--- src/rtl/com_pkg.sv ---
// Shared definitions for the COM hub: register addresses, flag bit positions
// and the STATUS register layout.
package com_pkg;

    localparam logic [7:0] COM_ADDR_STATUS   = 8'h04;
    localparam logic [7:0] COM_ADDR_TXDATA   = 8'h05;
    localparam logic [7:0] COM_ADDR_LEDS     = 8'h06;
    localparam logic [7:0] COM_ADDR_SWITCHES = 8'h07;
    localparam logic [7:0] COM_ADDR_RXDATA   = 8'h08;
    localparam logic [7:0] COM_ADDR_IEN      = 8'h09;
    localparam logic [7:0] COM_ADDR_ISTAT    = 8'h0A;

    localparam int STAT_RX_NONEMPTY  = 0;
    localparam int STAT_IS_RECEIVING = 1;
    localparam int STAT_IS_TX        = 2;
    localparam int STAT_RX_FULL      = 3;
    localparam int STAT_RX_OVF       = 4;
    localparam int STAT_TX_OVF       = 5;

    localparam int ISTAT_RX_NONEMPTY = 0;
    localparam int ISTAT_RX_OVF      = 1;
    localparam int ISTAT_SW_CHANGE   = 2;

    typedef struct packed {
        logic [1:0] rsvd;
        logic       tx_ovf;
        logic       rx_ovf;
        logic       rx_full;
        logic       is_transmitting;
        logic       is_receiving;
        logic       rx_nonempty;
    } com_status_t;

endpackage

--- src/rtl/com_rx_fifo.sv ---
// Single-clock FIFO with extra-MSB pointers; a pop on a full FIFO frees the
// slot for a push in the same cycle.
module com_rx_fifo #(
    parameter int WIDTH = 8,
    parameter int DEPTH = 8
) (
    input  logic             clk,
    input  logic             rst,
    input  logic             push,
    input  logic             pop,
    input  logic [WIDTH-1:0] din,
    output logic [WIDTH-1:0] head,
    output logic             full,
    output logic             empty
);

    localparam int AW = $clog2(DEPTH);
    localparam logic [AW:0] PTR_ONE = 1;

    logic [WIDTH-1:0] mem [DEPTH];
    logic [AW:0]      wptr;
    logic [AW:0]      rptr;
    logic             do_push;
    logic             do_pop;

    assign empty   = (wptr == rptr);
    assign full    = (wptr[AW] != rptr[AW]) && (wptr[AW-1:0] == rptr[AW-1:0]);
    assign do_pop  = pop && !empty;
    assign do_push = push && (!full || do_pop);
    assign head    = mem[rptr[AW-1:0]];

    always_ff @(posedge clk or posedge rst) begin
        if (rst) begin
            wptr <= '0;
            rptr <= '0;
        end else begin
            if (do_push) wptr <= wptr + PTR_ONE;
            if (do_pop)  rptr <= rptr + PTR_ONE;
        end
    end

    always_ff @(posedge clk) begin
        if (do_push) mem[wptr[AW-1:0]] <= din;
    end

endmodule

--- src/rtl/uart.sv ---
// 8N1 UART; one bit lasts 4*CLOCK_DIVIDE clocks. RX samples at bit centres
// after a double-flop synchroniser on the line.
module uart #(
    parameter int CLOCK_DIVIDE = 1302
) (
    input  logic       clk,
    input  logic       rst,
    input  logic       rx,
    output logic       tx,
    input  logic       transmit,
    input  logic [7:0] tx_byte,
    output logic       received,
    output logic [7:0] rx_byte,
    output logic       is_receiving,
    output logic       is_transmitting
);

    localparam int CW = $clog2(4 * CLOCK_DIVIDE);
    localparam logic [CW-1:0] BIT_LAST  = CW'(4 * CLOCK_DIVIDE - 1);
    localparam logic [CW-1:0] HALF_LAST = CW'(2 * CLOCK_DIVIDE - 1);
    localparam logic [CW-1:0] CNT_ONE   = 1;

    typedef enum logic [1:0] {R_IDLE, R_START, R_DATA, R_STOP} rx_state_t;
    typedef enum logic {T_IDLE, T_SEND} tx_state_t;

    rx_state_t     rx_state, rx_state_n;
    logic [CW-1:0] rx_cnt, rx_cnt_n;
    logic [2:0]    rx_bits, rx_bits_n;
    logic [7:0]    rx_shift, rx_shift_n;
    logic [7:0]    rx_byte_n;
    logic          received_n;
    logic [1:0]    rx_sync;
    logic          rx_s;

    tx_state_t     tx_state, tx_state_n;
    logic [CW-1:0] tx_cnt, tx_cnt_n;
    logic [3:0]    tx_bits, tx_bits_n;
    logic [9:0]    tx_shift, tx_shift_n;

    assign rx_s            = rx_sync[1];
    assign is_receiving    = (rx_state != R_IDLE);
    assign is_transmitting = (tx_state == T_SEND);
    assign tx              = tx_shift[0];

    always_ff @(posedge clk or posedge rst) begin
        if (rst) begin
            rx_sync  <= 2'b11;
            rx_state <= R_IDLE;
            rx_cnt   <= '0;
            rx_bits  <= '0;
            rx_shift <= '0;
            rx_byte  <= '0;
            received <= 1'b0;
            tx_state <= T_IDLE;
            tx_cnt   <= '0;
            tx_bits  <= '0;
            tx_shift <= '1;
        end else begin
            rx_sync  <= {rx_sync[0], rx};
            rx_state <= rx_state_n;
            rx_cnt   <= rx_cnt_n;
            rx_bits  <= rx_bits_n;
            rx_shift <= rx_shift_n;
            rx_byte  <= rx_byte_n;
            received <= received_n;
            tx_state <= tx_state_n;
            tx_cnt   <= tx_cnt_n;
            tx_bits  <= tx_bits_n;
            tx_shift <= tx_shift_n;
        end
    end

    always_comb begin
        rx_state_n = rx_state;
        rx_cnt_n   = rx_cnt;
        rx_bits_n  = rx_bits;
        rx_shift_n = rx_shift;
        rx_byte_n  = rx_byte;
        received_n = 1'b0;
        case (rx_state)
            R_IDLE: begin
                if (!rx_s) begin
                    rx_state_n = R_START;
                    rx_cnt_n   = HALF_LAST;
                end
            end
            R_START: begin
                if (rx_cnt == '0) begin
                    // A start bit that is high again at its centre was a glitch.
                    if (!rx_s) begin
                        rx_state_n = R_DATA;
                        rx_cnt_n   = BIT_LAST;
                        rx_bits_n  = '0;
                    end else begin
                        rx_state_n = R_IDLE;
                    end
                end else begin
                    rx_cnt_n = rx_cnt - CNT_ONE;
                end
            end
            R_DATA: begin
                if (rx_cnt == '0) begin
                    rx_shift_n = {rx_s, rx_shift[7:1]};
                    rx_cnt_n   = BIT_LAST;
                    rx_bits_n  = rx_bits + 3'd1;
                    if (rx_bits == 3'd7) rx_state_n = R_STOP;
                end else begin
                    rx_cnt_n = rx_cnt - CNT_ONE;
                end
            end
            default: begin
                if (rx_cnt == '0) begin
                    rx_state_n = R_IDLE;
                    if (rx_s) begin
                        received_n = 1'b1;
                        rx_byte_n  = rx_shift;
                    end
                end else begin
                    rx_cnt_n = rx_cnt - CNT_ONE;
                end
            end
        endcase
    end

    always_comb begin
        tx_state_n = tx_state;
        tx_cnt_n   = tx_cnt;
        tx_bits_n  = tx_bits;
        tx_shift_n = tx_shift;
        case (tx_state)
            T_IDLE: begin
                if (transmit) begin
                    tx_state_n = T_SEND;
                    tx_shift_n = {1'b1, tx_byte, 1'b0};
                    tx_cnt_n   = BIT_LAST;
                    tx_bits_n  = '0;
                end
            end
            default: begin
                if (tx_cnt == '0) begin
                    tx_shift_n = {1'b1, tx_shift[9:1]};
                    tx_cnt_n   = BIT_LAST;
                    tx_bits_n  = tx_bits + 4'd1;
                    if (tx_bits == 4'd9) tx_state_n = T_IDLE;
                end else begin
                    tx_cnt_n = tx_cnt - CNT_ONE;
                end
            end
        endcase
    end

endmodule

--- src/rtl/com_hub.sv ---
// Memory-mapped COM hub: LEDs, synchronised switches, UART with RX FIFO and a
// maskable level interrupt. Optional RX->TX echo is enabled by COM_LOOPBACK_EN.
module com_hub import com_pkg::*; #(
    parameter int CLOCK_DIVIDE = 1302,
    parameter int RX_DEPTH     = 8,
    parameter int LED_W        = 8,
    parameter int SW_W         = 4
) (
    input  logic             clk,
    input  logic             rst,
    input  logic [7:0]       addr,
    input  logic [7:0]       wr_data,
    input  logic             wr_en,
    input  logic             rd_en,
    output logic [7:0]       rd_data,
    output logic             interrupt,
    output logic [LED_W-1:0] leds,
    input  logic [SW_W-1:0]  switches,
    output logic             uart_tx,
    input  logic             uart_rx
);

    logic       uart_received;
    logic [7:0] uart_rx_byte;
    logic       is_receiving;
    logic       is_transmitting;
    logic       transmit;
    logic [7:0] tx_byte;
    logic       echo;

    logic [7:0] fifo_head;
    logic       fifo_full;
    logic       fifo_empty;

    logic       wr_status, wr_tx, wr_leds, wr_ien, wr_istat, rd_rx;
    logic       tx_ovf, rx_ovf, sw_change;
    logic       tx_ovf_set, rx_ovf_set;
    logic [2:0] ien;
    logic [2:0] istat;

    logic [SW_W-1:0] sw_meta, sw_sync, sw_prev;
    logic [7:0]      sw_ext, leds_ext, rd_mux;
    com_status_t     status;

    assign wr_status = wr_en && (addr == COM_ADDR_STATUS);
    assign wr_tx     = wr_en && (addr == COM_ADDR_TXDATA);
    assign wr_leds   = wr_en && (addr == COM_ADDR_LEDS);
    assign wr_ien    = wr_en && (addr == COM_ADDR_IEN);
    assign wr_istat  = wr_en && (addr == COM_ADDR_ISTAT);
    assign rd_rx     = rd_en && (addr == COM_ADDR_RXDATA);

    uart #(.CLOCK_DIVIDE(CLOCK_DIVIDE)) u_uart (
        .clk             (clk),
        .rst             (rst),
        .rx              (uart_rx),
        .tx              (uart_tx),
        .transmit        (transmit),
        .tx_byte         (tx_byte),
        .received        (uart_received),
        .rx_byte         (uart_rx_byte),
        .is_receiving    (is_receiving),
        .is_transmitting (is_transmitting)
    );

    com_rx_fifo #(.WIDTH(8), .DEPTH(RX_DEPTH)) u_rx_fifo (
        .clk   (clk),
        .rst   (rst),
        .push  (uart_received),
        .pop   (rd_rx),
        .din   (uart_rx_byte),
        .head  (fifo_head),
        .full  (fifo_full),
        .empty (fifo_empty)
    );

    // Echo owns the transmitter for the cycle it fires; a host byte then loses.
    always_comb begin
        echo     = 1'b0;
        transmit = 1'b0;
        tx_byte  = wr_data;
`ifdef COM_LOOPBACK_EN
        echo = uart_received && !is_transmitting;
`endif
        if (echo) begin
            transmit = 1'b1;
            tx_byte  = uart_rx_byte;
        end else if (wr_tx && !is_transmitting) begin
            transmit = 1'b1;
        end
    end

    assign tx_ovf_set = wr_tx && (is_transmitting || echo);
    // A full FIFO only loses the byte if no pop frees a slot this cycle.
    assign rx_ovf_set = uart_received && fifo_full && !rd_rx;

    assign istat = {sw_change, rx_ovf, !fifo_empty};

    always_comb begin
        status                 = '0;
        status.rx_nonempty     = !fifo_empty;
        status.is_receiving    = is_receiving;
        status.is_transmitting = is_transmitting;
        status.rx_full         = fifo_full;
        status.rx_ovf          = rx_ovf;
        status.tx_ovf          = tx_ovf;
    end

    always_comb begin
        sw_ext                = '0;
        sw_ext[SW_W-1:0]      = sw_sync;
        leds_ext              = '0;
        leds_ext[LED_W-1:0]   = leds;
    end

    always_comb begin
        rd_mux = 8'h00;
        case (addr)
            COM_ADDR_STATUS:   rd_mux = status;
            COM_ADDR_LEDS:     rd_mux = leds_ext;
            COM_ADDR_SWITCHES: rd_mux = sw_ext;
            COM_ADDR_RXDATA:   rd_mux = fifo_empty ? 8'h00 : fifo_head;
            COM_ADDR_IEN:      rd_mux = {5'b00000, ien};
            COM_ADDR_ISTAT:    rd_mux = {5'b00000, istat};
            default:           rd_mux = 8'h00;
        endcase
    end

    always_ff @(posedge clk or posedge rst) begin
        if (rst) begin
            rd_data   <= 8'h00;
            interrupt <= 1'b0;
            leds      <= '0;
            ien       <= '0;
            tx_ovf    <= 1'b0;
            rx_ovf    <= 1'b0;
            sw_change <= 1'b0;
            sw_meta   <= '0;
            sw_sync   <= '0;
            sw_prev   <= '0;
        end else begin
            if (rd_en)   rd_data <= rd_mux;
            if (wr_leds) leds    <= wr_data[LED_W-1:0];
            if (wr_ien)  ien     <= wr_data[2:0];

            sw_meta <= switches;
            sw_sync <= sw_meta;
            sw_prev <= sw_sync;

            if (tx_ovf_set)
                tx_ovf <= 1'b1;
            else if (wr_status && wr_data[STAT_TX_OVF])
                tx_ovf <= 1'b0;

            if (rx_ovf_set)
                rx_ovf <= 1'b1;
            else if ((wr_status && wr_data[STAT_RX_OVF]) ||
                     (wr_istat && wr_data[ISTAT_RX_OVF]))
                rx_ovf <= 1'b0;

            if (sw_sync != sw_prev)
                sw_change <= 1'b1;
            else if (wr_istat && wr_data[ISTAT_SW_CHANGE])
                sw_change <= 1'b0;

            interrupt <= |(istat & ien);
        end
    end

endmodule

--- config.mk ---
export PLATFORM = sky130hd
export DESIGN_NAME = com_hub
export DESIGN_NICKNAME = d
export VERILOG_FILES = /design/src/rtl/com_pkg.sv /design/src/rtl/com_rx_fifo.sv /design/src/rtl/uart.sv /design/src/rtl/com_hub.sv
export SDC_FILE = /design/constraint.sdc
export NUM_CORES = 1
export LEC_CHECK = 0
export CELL_PAD_IN_SITES_DETAIL_PLACEMENT = 0
export CELL_PAD_IN_SITES_GLOBAL_PLACEMENT = 1
export CORE_MARGIN = 2
export CORE_UTILIZATION = 40
export CTS_BUF_LIST = sky130_fd_sc_hd__clkbuf_4 sky130_fd_sc_hd__clkbuf_8
export DETAILED_ROUTE_END_ITERATION = 6
export GPL_TIMING_DRIVEN = 0
export PLACE_DENSITY_LB_ADDON = 0.1
export SLEW_MARGIN = 10
export SYNTH_ARGS = -nofsm -noshare
export SYNTH_HDL_FRONTEND = slang
export SYNTH_HIERARCHICAL = 1
export SYNTH_SLANG_ARGS = --single-unit
--- constraint.sdc ---
create_clock -name clk -period 2.8 [get_ports clk]
set_input_delay 0.7 -clock clk [delete_from_list [all_inputs] [get_ports clk]]
set_output_delay 0.7 -clock clk [all_outputs]
set_load 0.005 [all_outputs]
* Word-level counts from Yosys, hierarchy flattened
Memories as Yosys holds them, arrays and structs flattened.
Cells that the tools add are included.
** Storage, ports and cells
- Bits in registers :: 108
- RAM bits :: 64
- Output and inout bits :: 18
- Word-level logic and storage cells :: 140
- Memories kept :: 1
** Operators by class
- Add/sub/neg operators :: 6
- Equal/unequal tests :: 23
- Multiplexer cells :: 44
- Bitwise operators :: 2
- Reductions and logical operators :: 41
** Memory list
- u_rx_fifo.mem :: words 8, bits a word 8, rd ports 1, clocked after Yosys merged registers in 0, wr ports 1, line com_rx_fifo.sv:20 : logic [WIDTH-1:0] mem [DEPTH];
** Operators with widths (count)
- $mux W13 :: 8
- $pmux W8 S6 :: 1
- $pmux W13 S3 :: 1
- $eq A8 B3 Y1 const B :: 4
- $mux W10 :: 3
- $logic_not A13 Y1 :: 2
- $sub A13 B1 Y13 const B :: 2
- $eq A8 B4 Y1 const B :: 3
- $logic_and A1 B1 Y1 :: 17
- $mux W1 :: 16
- $reduce_bool A2 Y1 :: 7
- $add A4 B1 Y4 const B :: 3
- $mux W2 :: 6
- $mux W4 :: 3
- $mux W3 :: 3
- $mux W8 :: 1
- $ne A2 B1 Y1 const B :: 3
- $ne A2 B2 Y1 const B :: 3
- $pmux W2 S3 :: 1
- $pmux W3 S2 :: 1
- $reduce_and A3 Y1 :: 2
- $reduce_or A3 Y1 :: 2
- $reduce_and A5 Y1 :: 1
- $eq A4 B4 Y1 :: 1
- other kinds (17) :: 22

* Longest topological paths before layout
- Depth in word-level cells :: 7
- Mapped depth :: 9
- Mapped depth without buffers :: 7

* Modules after synthesis
The synthesis kept the hierarchy.
** By module, submodules not included
- uart :: instances 1, cells an instance 298, area an instance 3413.3 sq um, sequential area each 1615.3 sq um
- com_rx_fifo :: instances 1, cells an instance 151, area an instance 2942.8 sq um, sequential area each 2122.0 sq um
- com_hub :: instances 1, cells an instance 141, area an instance 1664.1 sq um, sequential area each 875.8 sq um

* Worst setup path before layout
Ideal clock, no wire load.
- Path type :: input -> register
- Start point :: in addr[5]
- End point :: mem u_rx_fifo.mem[5][0] (enable)
- Arrival time :: 2.987 ns
- Setup slack :: -0.585 ns
- Stages :: 6
- Path through :: or4_4 > nor2_4 > and4b_4 > clkbuf_1 > nor3_1 > nor4b_1
** Between the ends
- Cells in the longest elaborated chain, start to end :: 7
** Ends and longest elaborated chain
- from (decl) :: line com_hub.sv:11 : input logic [7:0] addr,
- $eq A8 B4 Y1 :: line com_hub.sv:50 : assign rd_rx = rd_en && (addr == COM_ADDR_RXDATA);
- $logic_and A1 B1 Y1 :: line com_hub.sv:50
- via rd_rx :: line com_hub.sv:35 : logic wr_status, wr_tx, wr_leds, wr_ien, wr_istat, rd_rx;
- $logic_and A1 B1 Y1 :: line com_rx_fifo.sv:28 : assign do_pop = pop && !empty;
- $logic_or A1 B1 Y1 :: line com_rx_fifo.sv:29 : assign do_push = push && (!full || do_pop);
- $logic_and A1 B1 Y1 :: line com_rx_fifo.sv:29
- $mux W1 :: line com_rx_fifo.sv:43 : if (do_push) mem[wptr[AW-1:0]] <= din;
- $mux W1 (implied by the code) :: line com_rx_fifo.sv:43
- to (decl) :: line com_rx_fifo.sv:20
The timed path passes the listed nets, and every way through them passes these cells.

* Worst setup path after layout
Ends and elaborated chain as after synthesis.

==> impl_metrics.toml <==
[run_status]
outcome = "finished, final reports clean"

[cells_and_area]
nFillCells = 1746
multi_input_area_um2 = 3280
nets = 699
area_delta_synth_final_pct = 18.2
drive_above_1_share_pct = 25.8
seq_area_um2 = 4610
diodes = 0

[timing]
worst_slack_ps = 25.4
finalClockSkew_ps = 16.4
hold_viol = 0
max_freq_mhz = 360
tightest_slew_ps = 1010
setup_viol = 0
post-route-period-util_pct = 99.1
slew_headroom_pct = 32.4
finalCriticalPeriod_ps = 2770
drv_slew = 0

[floorplanning]
die_w_um = 146
io_pins = 43
start_util_pct = 40.9
rows = 51
core_um2 = 19600
dieHeight_um = 146
die_area_um2 = 21200

[flow_run]
maxCapViolations = 0

[logic_synthesis]
syn_area_per_cell_um2 = 13.6
syn-cell-area_um2 = 8020
synth_cell_type_count = 82
synth_edf_count = 64
yosys_warnings = 6
synth-seq-cells = 171
synthCells = 590
async_flop_share_pct = 62.6
ys.flop_type = "dfrtp_1"
yosysSeqAreaShare_pct = 57.5
synth_nets = 628

[clock_tree]
tritoncts = "built"
cts_buffer_depth = 2
clock_latency_ps = 460
clk_pin_slew_ps = 100
clock-root-buffer = "clkbuf_8"
htree_levels = 4
cts_sinks = 171
cts_made_buffers = 17

[power_and_ir_drop]
finalPower_w = 0.00510
switching_share_pct = 26.2
pwr-share-seq_pct = 54.8
peakVddDrop_v = 0.000268
pwr-share-clk_pct = 34.9
intPower_w = 0.00377
leakage_nw = 3.81
netSwitchingPower_w = 0.00134
power_density_nw_per_um2 = 539
pwr-share-comb_pct = 10.3

[routing]
ant_nets = 0
routedWlPerCell_um = 19.2
drt-pass1-iter-count = 5
via_per_inst = 5.51
drc_errors = 0
num_vias = 5177
drtIter0Drc = 309
finalWirelength_mm = 18.0

[critical_path]
crit_path_start_kind = "primary input"
crit_path_end_kind = "flop"
endpoint = "u_rx_fifo/mem[5][0]$_DFFE_PP_"
reg2reg_to = "rd_data[1]$_DFFE_PP0P_"
worstPathArrival_ps = 2940
cp-startpoint = "addr[5]"
reg2regPathDepth = 7
worstPathRequired_ps = 2970
critPathMaxFanout = 8
rrSetupSlack_ps = 220
r2r_start = "u_rx_fifo/rptr[0]$_DFFE_PP0P_"
critPathKind = "in2reg"

[grt]
grt_max_degree = 41
grt_pass1_wl_mm = 29.1
grt.total_usage_pct = 17.7
grt_pass1_vias = 5233
antenna_found_initial = 0
grt-ovfl-total = 0

[place]
dpl.hpwl_mm = 12.5
port_buffers = 42
finalWeightedCongestion = 0.841
dp_slack_ps = -952

[hold_path]
hold_path.class = "reg2reg"
## worst min-delay path by stage
stage / slack [ps] / startpoint / to / cells past startpoint
after detailed placement: 340 / sw_meta[3]$_DFF_PP0_ / sw_sync[3]$_DFF_PP0_ / 0
final: 350 / sw_meta[1]$_DFF_PP0_ / sw_sync[1]$_DFF_PP0_ / 0
after floorplan: 330 / sw_meta[0]$_DFF_PP0_ / sw_sync[0]$_DFF_PP0_ / 0
after global placement: 340 / sw_meta[2]$_DFF_PP0_ / sw_sync[2]$_DFF_PP0_ / 0
after CTS: 360 / sw_meta[1]$_DFF_PP0_ / sw_sync[1]$_DFF_PP0_ / 0
after global routing: 370 / sw_meta[0]$_DFF_PP0_ / sw_sync[0]$_DFF_PP0_ / 0
## registers in the layout (all words and copies together) (netlist names), 8 cells and up
register	count
u_uart/tx_cnt	13
rd_data	8
u_uart/rx_cnt	13
u_uart/rx_byte	8
leds	8
u_uart/rx_shift	8
u_uart/tx_shift	9
u_rx_fifo/mem	64
## power groups by stage
| stage | Combinational, W | Clock, W | Sequential [W] |
|---|---|---|---|
| after floorplan | 0.000358 | 0 | 0.00282 |
| after global placement | 0.000504 | 0 | 0.00284 |
| after detailed placement | 0.000524 | 0 | 0.00285 |
| after CTS | 0.000529 | 0.00184 | 0.00280 |
| after global routing | 0.000586 | 0.00193 | 0.00281 |
| final | 0.000525 | 0.00178 | 0.00280 |
## per-layer routing
layer	part of all wire (%)	wire, µm	global-route usage [%]	vias up
li1	-	-	-	2416
met1	47	8550	24.4	2617
met2	47	8540	28.4	127
met3	4.1	739	4.14	17
met4	1.2	215	4.26	0
met5	0	0	0	-
## cells by family after synthesis
group,after synthesis,share of synthesized area (%)
flops,171,57.5
simple gates,146,11.6
compound gates,112,10.7
mux,76,12.8
buf+inv,54,3.37
xor+xnor,18,1.97
fa+ha+maj,13,2.03
## through the flow
step / hold slack (ps) / instances / TNS, ps / utilization (%) / instance area (µm²)
final: 352 / 939 / 0 / 48.4 / 9480
after global routing: 367 / 939 / -29.7 / 48.4 / 9480
after CTS: 357 / 936 / 0 / 48.2 / 9430
after detailed placement: 337 / 898 / -73810 / 45.2 / 8860
after global placement: 343 / 897 / -127460 / 45.1 / 8830
after floorplan: 331 / 590 / -1630 / - / 8080
## area by class of cell
| cell class | count | area share (%) |
|---|---|---|
| Buffer | 28 | 1.82 |
| Clock buffer | 21 | 2.79 |
| Clock inverter | 11 | 1.40 |
| Inverter | 24 | 0.977 |
| Multi-Input combinational cell | 366 | 34.6 |
| Sequential cell | 171 | 48.7 |
| Tap cell | 265 | 3.50 |
| Timing Repair Buffer | 53 | 6.23 |
## synth_stat cells (6+ instances only)
cell       n  area, µm²
a211oi_1   6       45.0
a21oi_1   11       55.1
a22o_1     9       78.8
buf_2     12       60.1
buf_6      6       67.6
clkbuf_1   9       33.8
dfrtp_1   96       2400
dfstp_2   11        289
edfxtp_1  64       1920
ha_1      13        163
inv_1     24       90.1
mux2_1     9        101
mux2_2    44        495
mux2i_1    7       70.1
mux4_2    16        360
nand2_1   19       71.3
nand2b_1   9       56.3
nand3_1   12       60.1
nand4_1    6       37.5
nor2_1    28        105
nor3_1    12       60.1
o21ai_0   18       90.1
or4_1      8       60.1
xnor2_1    9       78.8
xor2_1     9       78.8
## repair_timing
item	4_1_cts	5_1_grt
buffers inserted	7	3
resized for setup	11	3
setup endpoints to repair	82	52
endpoints found under the hold margin	0	0
pin swaps	5	1
hold buffers	0	0
cloned	0	1
## worst max-delay path, cell delays in order
cell and delay (ps):
clkdlybuf4s50_1 470, or4_4 590, nor2_4 200, and4b_4 340
nor3_4 110, nor4b_4 350, buf_12 170
## cell usage in the layout, fill, tap and decap left out, types with 7 or more instances in the layout
cell,synthesis,layout
a21oi_1,11,11
a22o_1,9,9
buf_12,0,7
buf_2,12,12
clkbuf_1,9,7
clkbuf_8,0,17
clkdlybuf4s50_1,0,42
dfrtp_1,96,96
dfstp_2,11,11
edfxtp_1,64,64
ha_1,13,13
inv_1,24,22
mux2_1,9,9
mux2_2,44,44
mux2i_1,7,7
mux4_2,16,16
nand2_1,19,19
nand2b_1,9,9
nand3_1,12,12
nor2_1,28,26
nor3_1,12,8
o21ai_0,18,18
or4_1,8,8
xnor2_1,9,9
xor2_1,9,9
(Power assumes the default switching activity.)
